`src/rtl/bmp_stream_encoder.sv`:
```
// Streaming 24-bit BMP writer: emits the 54-byte file header, then the pixel rows
// as BGR bytes with zero padding up to a 4-byte stride, one byte per handshake.
module bmp_stream_encoder #(
  parameter int WIDTH       = 768,
  parameter int HEIGHT      = 512,
  parameter int PIX_PER_CLK = 2,
  parameter int TOP_DOWN    = 0
) (
  input  logic                       HCLK,
  input  logic                       HRESETn,
  input  logic                       start,
  input  logic                       in_valid,
  output logic                       in_ready,
  input  logic [24*PIX_PER_CLK-1:0]  in_data,
  output logic                       out_valid,
  input  logic                       out_ready,
  output logic [7:0]                 out_data,
  output logic                       out_last,
  output logic                       Write_Done
);

  localparam int ROW_BYTES  = 3 * WIDTH;
  localparam int PAD_BYTES  = (4 - (ROW_BYTES % 4)) % 4;
  localparam int STRIDE     = ROW_BYTES + PAD_BYTES;
  localparam int IMG_BYTES  = STRIDE * HEIGHT;
  localparam int FILE_BYTES = 54 + IMG_BYTES;
  localparam bit HAS_PAD    = (PAD_BYTES != 0);

  localparam int BW = $clog2(3 * PIX_PER_CLK);
  localparam int CW = (WIDTH > 1) ? $clog2(WIDTH) : 1;
  localparam int RW = (HEIGHT > 1) ? $clog2(HEIGHT) : 1;

  localparam logic [BW-1:0] BYTE_LAST = BW'(3 * PIX_PER_CLK - 1);
  localparam logic [CW-1:0] COL_LAST  = CW'(WIDTH - PIX_PER_CLK);
  localparam logic [CW-1:0] COL_STEP  = CW'(PIX_PER_CLK);
  localparam logic [RW-1:0] ROW_LAST  = RW'(HEIGHT - 1);
  localparam logic [1:0]    PAD_LAST  = 2'(PAD_BYTES - 1);

  localparam logic [31:0] FILE_W = 32'(FILE_BYTES);
  localparam logic [31:0] IMG_W  = 32'(IMG_BYTES);
  localparam logic [31:0] WID_W  = 32'(WIDTH);
  // Top-down images store the height as a negative two's-complement value.
  localparam logic signed [31:0] HGT_W = (TOP_DOWN != 0) ? -32'(HEIGHT) : 32'(HEIGHT);

  typedef enum logic [2:0] {IDLE, HEADER, PIXEL, PAD, DONE} state_t;

  state_t                    state_q, state_d;
  logic [5:0]                hdr_idx_q;
  logic [24*PIX_PER_CLK-1:0] beat_p0;
  logic                      vld_p0;
  logic [BW-1:0]             byte_idx_q;
  logic [CW-1:0]             col_q;
  logic [RW-1:0]             row_q;
  logic [1:0]                pad_q;

  logic xfer, acc, beat_last, col_last, row_last, pad_last;

  function automatic logic [7:0] byte_of(input logic [31:0] v, input logic [1:0] k);
    return v[{k, 3'b000} +: 8];
  endfunction

  function automatic logic [7:0] hdr_byte(input logic [5:0] i);
    logic [7:0] b;
    b = 8'h00;
    if (i == 6'd0)                      b = 8'h42;
    else if (i == 6'd1)                 b = 8'h4D;
    else if (i >= 6'd2  && i <= 6'd5)   b = byte_of(FILE_W, 2'(i - 6'd2));
    else if (i >= 6'd10 && i <= 6'd13)  b = byte_of(32'd54, 2'(i - 6'd10));
    else if (i >= 6'd14 && i <= 6'd17)  b = byte_of(32'd40, 2'(i - 6'd14));
    else if (i >= 6'd18 && i <= 6'd21)  b = byte_of(WID_W, 2'(i - 6'd18));
    else if (i >= 6'd22 && i <= 6'd25)  b = byte_of(HGT_W, 2'(i - 6'd22));
    else if (i == 6'd26)                b = 8'd1;
    else if (i == 6'd28)                b = 8'd24;
    else if (i >= 6'd34 && i <= 6'd37)  b = byte_of(IMG_W, 2'(i - 6'd34));
    return b;
  endfunction

  assign xfer      = out_valid && out_ready;
  assign acc       = in_valid && in_ready;
  assign beat_last = (byte_idx_q == BYTE_LAST);
  assign col_last  = (col_q == COL_LAST);
  assign row_last  = (row_q == ROW_LAST);
  assign pad_last  = (pad_q == PAD_LAST);

  always_comb begin
    state_d    = state_q;
    in_ready   = 1'b0;
    out_valid  = 1'b0;
    out_data   = 8'h00;
    out_last   = 1'b0;
    Write_Done = 1'b0;
    case (state_q)
      IDLE: if (start) state_d = HEADER;
      HEADER: begin
        out_valid = 1'b1;
        out_data  = hdr_byte(hdr_idx_q);
        if (xfer && hdr_idx_q == 6'd53) state_d = PIXEL;
      end
      PIXEL: begin
        in_ready  = !vld_p0;
        out_valid = vld_p0;
        out_data  = beat_p0[{byte_idx_q, 3'b000} +: 8];
        out_last  = !HAS_PAD && beat_last && col_last && row_last;
        if (xfer && beat_last && col_last) begin
          if (HAS_PAD)       state_d = PAD;
          else if (row_last) state_d = DONE;
        end
      end
      PAD: begin
        out_valid = 1'b1;
        out_last  = pad_last && row_last;
        if (xfer && pad_last) state_d = row_last ? DONE : PIXEL;
      end
      DONE: begin
        Write_Done = 1'b1;
        if (start) state_d = HEADER;
      end
      default: state_d = IDLE;
    endcase
  end

  always_ff @(posedge HCLK or negedge HRESETn) begin
    if (!HRESETn) begin
      state_q    <= IDLE;
      hdr_idx_q  <= '0;
      vld_p0     <= 1'b0;
      byte_idx_q <= '0;
      col_q      <= '0;
      row_q      <= '0;
      pad_q      <= '0;
    end else begin
      state_q <= state_d;
      case (state_q)
        IDLE, DONE: begin
          if (start) begin
            hdr_idx_q  <= '0;
            vld_p0     <= 1'b0;
            byte_idx_q <= '0;
            col_q      <= '0;
            row_q      <= '0;
            pad_q      <= '0;
          end
        end
        HEADER: if (xfer) hdr_idx_q <= (hdr_idx_q == 6'd53) ? 6'd0 : hdr_idx_q + 6'd1;
        PIXEL: begin
          if (acc) vld_p0 <= 1'b1;
          if (xfer) begin
            if (beat_last) begin
              byte_idx_q <= '0;
              vld_p0     <= 1'b0;
              if (col_last) begin
                col_q <= '0;
                if (!HAS_PAD && !row_last) row_q <= row_q + RW'(1);
              end else begin
                col_q <= col_q + COL_STEP;
              end
            end else begin
              byte_idx_q <= byte_idx_q + BW'(1);
            end
          end
        end
        PAD: begin
          if (xfer) begin
            if (pad_last) begin
              pad_q <= '0;
              if (!row_last) row_q <= row_q + RW'(1);
            end else begin
              pad_q <= pad_q + 2'd1;
            end
          end
        end
        default: ;
      endcase
    end
  end

  // Beat data register: only its valid flag needs reset.
  always_ff @(posedge HCLK) begin
    if (acc) beat_p0 <= in_data;
  end

endmodule

```
`config.mk`:
```
export PLATFORM = sky130hd
export DESIGN_NAME = bmp_stream_encoder
export DESIGN_NICKNAME = d
export VERILOG_FILES = /design/src/rtl/bmp_stream_encoder.sv
export SDC_FILE = /design/constraint.sdc
export NUM_CORES = 1
export LEC_CHECK = 0
export CELL_PAD_IN_SITES_DETAIL_PLACEMENT = 1
export CELL_PAD_IN_SITES_GLOBAL_PLACEMENT = 1
export CORE_MARGIN = 1
export CORE_UTILIZATION = 43
export CTS_CLUSTER_DIAMETER = 40
export CTS_CLUSTER_SIZE = 20
export DETAILED_ROUTE_END_ITERATION = 8
export PLACE_DENSITY_LB_ADDON = 0.05
export REMOVE_ABC_BUFFERS = 1
export SLEW_MARGIN = 0
export SYNTH_ARGS = -nofsm -noshare
export SYNTH_HDL_FRONTEND = slang
export SYNTH_SLANG_ARGS = --single-unit
```
`constraint.sdc`:
```
create_clock -name HCLK -period 3.2 [get_ports HCLK]
set_input_delay 0.96 -clock HCLK [delete_from_list [all_inputs] [get_ports HCLK]]
set_output_delay 0.96 -clock HCLK [all_outputs]
set_load 0.02 [all_outputs]
```
==> metrics.csv, run 1 <==
metric,value,unit
cts.path.max_buffers,2,
grt_pass1_wl,17.86,mm
overflow,0,
clock_latency,360,ps
synth-seq-cells,81,
p_sw_share,32.63,%
fin_skew,13.56,ps
fmax,0.3048,GHz
finalCoreUtilization,59.56,%
r2r_start,row_q[1],
yosysSeqAreaShare,54.91,%
drc,0,
grt_max_degree,50,
critPathLaunchType,flop,
synth_ff_type,edfxtp_1,
async_reset_ff_share,40.74,%
p_leak,0.002134,µW
synth_cells,362,
drtIter0Drc,106,
syn_to_final_growth,33.91,%
r2r_end,row_q[7],
hold_viol,0,
crit_end,out_data[0],
start_util,44.47,%
grtUsageTotal,23.11,%
hpwl,7.887,mm
power.density,556.5,nW/µm²
setup_viol_count_final,4,
dieArea,9998,µm²
io_pins,65,
p_int,2073,µW
synth_area,4129,µm²
reg2reg_setup_slack,440,ps
placementRows,35,
cts_buffers,9,
wirelength,10.95,mm
grt_pass1_vias,3579,
clock-root-buffer,clkbuf_8,
slew_violations,0,
finalCriticalPeriod,3281,ps
clockPowerShare,22.7,%
fin_ws,-80.83,ps
maxCapViolCount,0,
synth_edf_count,48,
status,"complete, but fails checks",
htree_num_levels,3,
numClockSinks,81,
slew_headroom,48.49,%
via_per_inst,5.533,
p_comb_share,34.3,%
drtAntennaViolNets,0,
dieWidth,99.99,µm
arrival,2320,ps
n_antenna_cell,0,
syn_avg_cell_area,11.41,µm²
violations,negative setup slack,
ys_types,60,
cts.clk_slew.worst_paths,90,ps
cts_tree,built,
vias,3309,
dp_slack,-258.8,ps
routabilityCongestion,0.8444,
core_area,9284,µm²
tightestPinTransition,762.9,ps
wire_per_inst,18.32,µm
rsz0062_at_grt,true,
post-route-period-util,102.5,%
antenna_found_initial,0,
layout-drive-gt1-share,23.03,%
portBuffers,64,
dr.pass1.iters,4,
min_path_type,reg -> reg,
nets,526,
nFillCells,1012,
cp-startpoint,hdr_idx_q[0],
reg2reg_depth,11,
sequentialPowerShare,43.1,%
p_sw,1004,µW
peakVddDrop,321.5,µV
path_class,reg -> out,
endpoint_kind,primary output,
cp.required,2240,ps
die_h,99.99,µm
crit_path_max_fanout,4,
postCtsHoldBufs,0,
synth_warnings,0,
[through the flow]
stage | setup TNS (ps) | area (µm²) | cells | total power (µW) | hold slack, ps
detailed placement | -1244 | 5172 | 579 | 2408 | 476.7
finish | -235.5 | 5529 | 598 | 3077 | 483.6
floorplan | 0 | 4056 | 346 | 1901 | 451.6
CTS | -285.8 | 5395 | 596 | 3073 | 490.7
global route | -640.5 | 5529 | 598 | 3225 | 522.3
global placement | -676.5 | 5172 | 579 | 2382 | 465.7
[kinds of logic (layout without fill, tap and decap cells)]
family / count (synthesis) / count (layout) / synth area share (%)
buffers and inverters: 29 / 136 / 2.939
adders and majority gates: 9 / 9 / 2.727
DFF: 81 / 81 / 54.91
AOI/OAI and AO/OA: 91 / 91 / 14.67
xor gates and xnor gates: 2 / 2 / 0.4243
and+or+nand+nor: 131 / 131 / 17.30
muxes: 19 / 19 / 7.030
[routing by layer]
layer  GRT usage [%]  vias to the layer above  wire length (µm)
met5               0                        -                 0
met2           40.74                       63              5690
met4           7.023                        0               146
met1           28.87                     1655              4765
met3           4.457                       13               352
li1                -                     1578                 -
[state kept, by name (all words and copies together), names as in the netlist]
signal,count
pad_q,2
row_q,9
state_q,3
col_q,9
hdr_idx_q,6
vld_p0,1
byte_idx_q,3
beat_p0,48
[critical path, cell delays in order, from the launching register on]
cell     delay, ps
dfrtp_1        410
inv_2          100
buf_4          130
ha_4           160
nor3b_4         70
nor4b_2        290
a31oi_1         90
o41ai_2        370
a22o_1         220
buf_6          130
[synth_stat cells, types with 3 or more instances]
master | number | area share [%]
dfrtp_1 | 33 | 20
mux2i_1 | 11 | 2.7
nand2_1 | 29 | 2.6
nor2_1 | 34 | 3.1
nand2b_1 | 8 | 1.2
and2_1 | 3 | 0.45
nand3_1 | 10 | 1.2
clkbuf_1 | 8 | 0.73
buf_2 | 7 | 0.85
a22o_1 | 6 | 1.3
nor3b_1 | 4 | 0.73
mux4_2 | 8 | 4.4
o21ai_0 | 28 | 3.4
and3_1 | 3 | 0.45
edfxtp_1 | 48 | 35
a31oi_1 | 3 | 0.45
a21oi_1 | 18 | 2.2
o31ai_1 | 12 | 2.2
or3_1 | 4 | 0.61
nor2b_1 | 6 | 0.91
inv_1 | 13 | 1.2
or4_1 | 5 | 0.91
nor3_1 | 5 | 0.61
ha_1 | 9 | 2.7
[worst min path at each step]
| stage | slack, ps | end | depth (start not counted) | from |
|---|---|---|---|---|
| floorplan | 450 | col_q[8] | 1 | col_q[9] |
| global placement | 470 | col_q[8] | 1 | col_q[9] |
| detailed placement | 480 | col_q[8] | 1 | col_q[9] |
| CTS | 490 | col_q[8] | 1 | col_q[9] |
| global route | 520 | col_q[8] | 1 | col_q[9] |
| finish | 480 | col_q[8] | 1 | col_q[9] |
[area by class of cell]
type,count,area [µm²],share of cell area (%)
clock buffers,9,123.9,2.240
well taps,129,161.4,2.919
flip-flops and latches,81,2267,41.00
clock inverters,7,55.05,0.9957
repair buffers,107,974.7,17.63
multi-input cells,252,1898,34.33
inverters,13,48.80,0.8826
[placed cells by master, fill, tap and decap left out, types with 3 or more instances in the layout]
cell type        count
nor2_1              32
inv_1               11
o21ai_0             25
nor2b_1              6
mux4_2               8
ha_4                 3
o31ai_1             12
clkbuf_8             9
or3_1                4
nor3b_2              3
a21oi_1             17
mux2i_1             11
nand2b_1             7
nand3_1             10
ha_1                 5
a31oi_1              3
buf_4               43
buf_6                6
clkdlybuf4s50_1     55
nand2_1             29
dfrtp_1             33
a22o_1               6
and3_1               3
edfxtp_1            48
or4_1                5
nor3_1               4
[power groups by stage]
stage          clock network, µW  registers, µW  logic, µW
3_5_place_dp                   0           1350       1060
2_1_floorplan                  0           1370        527
3_3_place_gp                   0           1340       1040
6_report                     697           1330       1050
5_1_grt                      758           1340       1130
4_1_cts                      721           1330       1020
[repair_timing]
item / CTS / global route
pin swaps: 2 / 12
gates resized for setup: 47 / 35
setup buffers: 1 / 3
endpoints found under the setup margin: 9 / 8
(Power assumes the default switching activity.)
==> inputs of run 2 (changes only) <==
--- a/config.mk
+++ b/config.mk
@@ -14,6 +14,7 @@
 export DETAILED_ROUTE_END_ITERATION = 8
 export PLACE_DENSITY_LB_ADDON = 0.05
 export REMOVE_ABC_BUFFERS = 1
+export SKIP_CTS_REPAIR_TIMING = 1
 export SLEW_MARGIN = 0
 export SYNTH_ARGS = -nofsm -noshare
 export SYNTH_HDL_FRONTEND = slang
==> run 2 against run 1 <==
  * The flow still finishes with violations (negative setup slack)
  * Clock power is essentially flat
  * First-iteration DRC count is 2.8% higher
  * Via count about the same
==> metrics.csv, run 2 (synthesis results as in run 1) <==
metric,value,unit
peakVddDrop,320.3,µV
finalNonFillerCells,601,
hold_viol,0,
layout-drive-gt1-share,23.09,%
power.density,551.5,nW/µm²
placementRows,35,
layout_commonest_cell,clkdlybuf4s50_1,
hpwl,7.887,mm
path_delay_family,compound AO/OA/AOI/OAI gates,
routabilityCongestion,0.8444,
min_path_type,reg -> reg,
crit_buf_inv,2,
io_pins,65,
cp.required,2240,ps
violations,negative setup slack,
vias,3312,
wire_per_inst,18.16,µm
grt_pass1_wl,17.50,mm
drtIter0Drc,109,
reg2reg_setup_slack,450,ps
placed_cells,579,
portBuffers,64,
core_area,9284,µm²
htree_num_levels,3,
rsz0062_at_grt,true,
dr.pass1.iters,4,
r2r_end,row_q[7],
placed_area,5172,µm²
tightestPinTransition,776.1,ps
endpoint_kind,primary output,
slowest_stage,or3b_2,
critPathLaunchType,flop,
cts_buffers,9,
critical_path.cell_chain,inv_2 > ha_2 > or3b_2 > o41a_1 > nand2b_1 > o21ai_1 > a32o_2 > buf_6,
overflow,0,
cts_tree,built,
fin_skew,13.75,ps
p_leak,0.002157,µW
fmax,0.2997,GHz
largestRegisters,"beat_p0 x48, col_q x9, row_q x9",
fin_ws,-136.6,ps
antenna_found_initial,0,
clock_latency,360,ps
fin_area,5575,µm²
drc,0,
whs_endpoint,col_q[8],
critical-path-max-stage-delay,430,ps
r2r_start,row_q[1],
largest_reg_flops,48,
dieWidth,99.99,µm
wirelength,10.91,mm
grt_pass1_vias,3511,
final_cell_mix,"clkdlybuf4s50_1 (55), edfxtp_1 (48), buf_4 (47), dfrtp_1 (33), nor2_1 (32)",
slew_headroom,47.60,%
setup_viol_count_final,3,
nets,529,
via_per_inst,5.511,
grt_max_degree,50,
dieArea,9998,µm²
maxCapViolCount,0,
path_class,reg -> out,
slew_violations,0,
clock-root-buffer,clkbuf_8,
drtAntennaViolNets,0,
worstHoldPathCells,1,
crit_path_max_fanout,3,
syn_to_final_growth,35.03,%
cts.clk_slew.worst_paths,90,ps
post-route-period-util,104.3,%
status,"complete, but fails checks",
regMostFlops,beat_p0,
reg2reg_depth,11,
arrival,2380,ps
start_util,44.47,%
die_h,99.99,µm
grtUsageTotal,22.63,%
n_antenna_cell,0,
hold_start,col_q[9],
cts.path.max_buffers,2,
finalCriticalPeriod,3337,ps
numClockSinks,81,
run 2: final cells by class:
cell class                      count  area [µm²]
Timing Repair Buffer              110        1013
Tap cell                          129       161.4
Inverter                           13       48.80
Fill cell                        1001        3709
Sequential cell                    81        2267
Clock buffer                        9       123.9
Clock inverter                      7       55.05
Multi-Input combinational cell    252        1906
run 2: layer usage:
metal,share of wire (%),vias to the layer above,global-route usage (%)
met1,43,1650,28.31
met3,3.3,15,4.457
met4,1.5,0,6.577
li1,-,1583,-
met2,52,64,39.89
met5,0,-,0
run 2: worst max path at each step:
stage,depth (start not counted),endpoint,startpoint
floorplan,7,out_data[1],hdr_idx_q[1]
global placement,8,out_data[4],hdr_idx_q[0]
detailed placement,9,out_data[4],hdr_idx_q[0]
CTS,9,out_data[4],hdr_idx_q[0]
finish,8,out_data[4],hdr_idx_q[0]
global route,8,out_data[4],hdr_idx_q[0]
run 2: where the power goes:
part | total (µW) | internal, µW | leakage [µW] | switching [µW]
registers | 1330 | 1250 | 0.000884 | 77.2
logic | 1050 | 539 | 0.00119 | 511
clock network | 699 | 289 | 0.0000862 | 410
run 2: per-stage QoR:
step / power, µW / setup TNS, ps / hold slack (ps) / worst slack [ps] / utilization [%]
finish: 3075 / -285.1 / 483.6 / -136.6 / 60.05
global route: 3222 / -748.0 / 522.3 / -234.9 / 60.05
CTS: 3112 / -4461 / 490.7 / -657.8 / 57.64
detailed placement: 2408 / -1244 / 476.7 / -258.8 / 55.71
global placement: 2382 / -676.5 / 465.7 / -196.7 / 55.71
floorplan: 1901 / 0 / 451.6 / 117.0 / -
==> inputs of run 3 (changes only) <==
--- a/config.mk
+++ b/config.mk
@@ -5,6 +5,7 @@
 export SDC_FILE = /design/constraint.sdc
 export NUM_CORES = 1
 export LEC_CHECK = 0
+export CAP_MARGIN = 20
 export CELL_PAD_IN_SITES_DETAIL_PLACEMENT = 1
 export CELL_PAD_IN_SITES_GLOBAL_PLACEMENT = 1
 export CORE_MARGIN = 1
@@ -12,8 +13,7 @@
 export CTS_CLUSTER_DIAMETER = 40
 export CTS_CLUSTER_SIZE = 20
 export DETAILED_ROUTE_END_ITERATION = 8
-export PLACE_DENSITY_LB_ADDON = 0.05
-export REMOVE_ABC_BUFFERS = 1
+export PLACE_DENSITY = 0.81
 export SKIP_CTS_REPAIR_TIMING = 1
 export SLEW_MARGIN = 0
 export SYNTH_ARGS = -nofsm -noshare
==> run 3 against run 2 <==
  * The run still ends with negative setup slack left
  * Power rose by 0.43%
  * Sequential share of layout area rose by 0.23 points
  * Register-to-register slack got worse by 30 ps
  * Non-clock buffer count fell by 1
  * Largest cell class unchanged
  * Critical path depth rose by 2
  * Combinational power barely moved
==> metrics.csv, run 3 (synthesis results as in run 1) <==
metric,value,unit
peakVddDrop,330.3,µV
endpoint_kind,primary output,
dp_slack,-254.2,ps
finalCriticalPeriod,3294,ps
arrival,2330,ps
grt_pass1_vias,3483,
finalCoreUtilization,59.72,%
dieWidth,99.99,µm
layout-drive-gt1-share,22.29,%
placementRows,35,
syn_to_final_growth,34.27,%
grt_max_degree,50,
rsz0062_at_grt,true,
largest_reg_flops,48,
drc,0,
start_util,44.47,%
portBuffers,64,
slowest_stage,a2111oi_4,
drtIter0Drc,108,
post-route-period-util,103.0,%
power.density,557.0,nW/µm²
core_area,9284,µm²
numClockSinks,81,
finalNonFillerCells,600,
placed_cells,578,
regMostFlops,beat_p0,
grtUsageTotal,23.34,%
vias,3378,
cts_tree,built,
dr.pass1.iters,4,
cpMostUsedCell,buf_4,
maxCapViolCount,0,
min_path_type,reg -> reg,
die_h,99.99,µm
cp.required,2240,ps
nets,528,
crit_buf_inv,4,
tightestPinTransition,776.3,ps
hold_viol,0,
final_cell_mix,"clkdlybuf4s50_1 (54), edfxtp_1 (48), buf_4 (41), nor2_1 (33), dfrtp_1 (33)",
setup_viol_count_final,6,
overflow,0,
critical-path-max-stage-delay,450,ps
cts_buffers,9,
largestRegisters,"beat_p0 x48, col_q x9, row_q x9",
worstHoldPathCells,1,
cts.path.max_buffers,2,
setup_tns,-314.7,ps
wirelength,11.48,mm
cts.clk_slew.worst_paths,90,ps
n_antenna_cell,0,
synth_nets,424,
hpwl,8.192,mm
clock-root-buffer,clkbuf_8,
path_class,reg -> out,
wire_per_inst,19.13,µm
dieArea,9998,µm²
io_pins,65,
crit_path_max_fanout,5,
slew_violations,0,
htree_num_levels,3,
nFillCells,983,
p_leak,0.002178,µW
slew_headroom,47.59,%
path_delay_family,buffers and inverters,
hold_slack,505.4,ps
grt_pass1_wl,17.75,mm
critPathLaunchType,flop,
fin_skew,10.22,ps
layout_commonest_cell,clkdlybuf4s50_1,
fmax,0.3035,GHz
critical_path.cell_chain,inv_2 > buf_4 > ha_1 > nand2b_1 > a2111oi_4 > buf_4 > nand2_1 > nand3_1 > o21ai_1 > buf_4,
drtAntennaViolNets,0,
clock_latency,360,ps
reg2reg_depth,11,
antenna_found_initial,0,
via_per_inst,5.630,
violations,negative setup slack,
routabilityCongestion,0.8698,
fin_ws,-94.43,ps
status,"complete, but fails checks",
timing.critical_path.depth,10,
==> run 3: power by group <==
group | switching (µW) | total [µW] | internal, µW | leakage, µW
Clock | 416 | 712 | 296 | 0.0000968
Combinational | 525 | 1050 | 521 | 0.00120
Sequential | 82.3 | 1330 | 1250 | 0.000884
Total | 1020 | 3090 | 2060 | 0.00218
==> run 3: final cells by class <==
class | instances | area (µm²) | area share (%)
Sequential cell | 81 | 2267 | 40.89
Inverter | 13 | 48.80 | 0.8802
Clock inverter | 7 | 57.56 | 1.038
Timing Repair Buffer | 109 | 1011 | 18.24
Multi-Input combinational cell | 252 | 1874 | 33.81
Tap cell | 129 | 161.4 | 2.911
Clock buffer | 9 | 123.9 | 2.234
==> run 3: routing by layer <==
layer | up-vias | GRT usage (%) | routed length [µm]
li1 | 1572 | - | -
met1 | 1699 | 30.27 | 4887
met2 | 83 | 39.79 | 5905
met3 | 24 | 4.178 | 408
met4 | 0 | 7.804 | 279
met5 | - | 0 | 0
==> run 3: per-stage QoR <==
step	power (µW)	area, µm²
2_1_floorplan	1919	4129
3_3_place_gp	2381	5190
3_5_place_dp	2432	5190
4_1_cts	3151	5371
5_1_grt	3232	5544
6_report	3088	5544
==> run 3: path summary, 6_finish.rpt <==
path / end / start / slack, ps
worst max register to register: row_q[7] / row_q[0] / 420
worst min register to register: col_q[8] / col_q[9] / 510
min in group asynchronous: row_q[5] / HRESETn / 1000
worst min-delay path: col_q[8] / col_q[9] / 510
max in group asynchronous: hdr_idx_q[0] / HRESETn / 1890
worst max-delay path: out_data[1] / hdr_idx_q[0] / -90
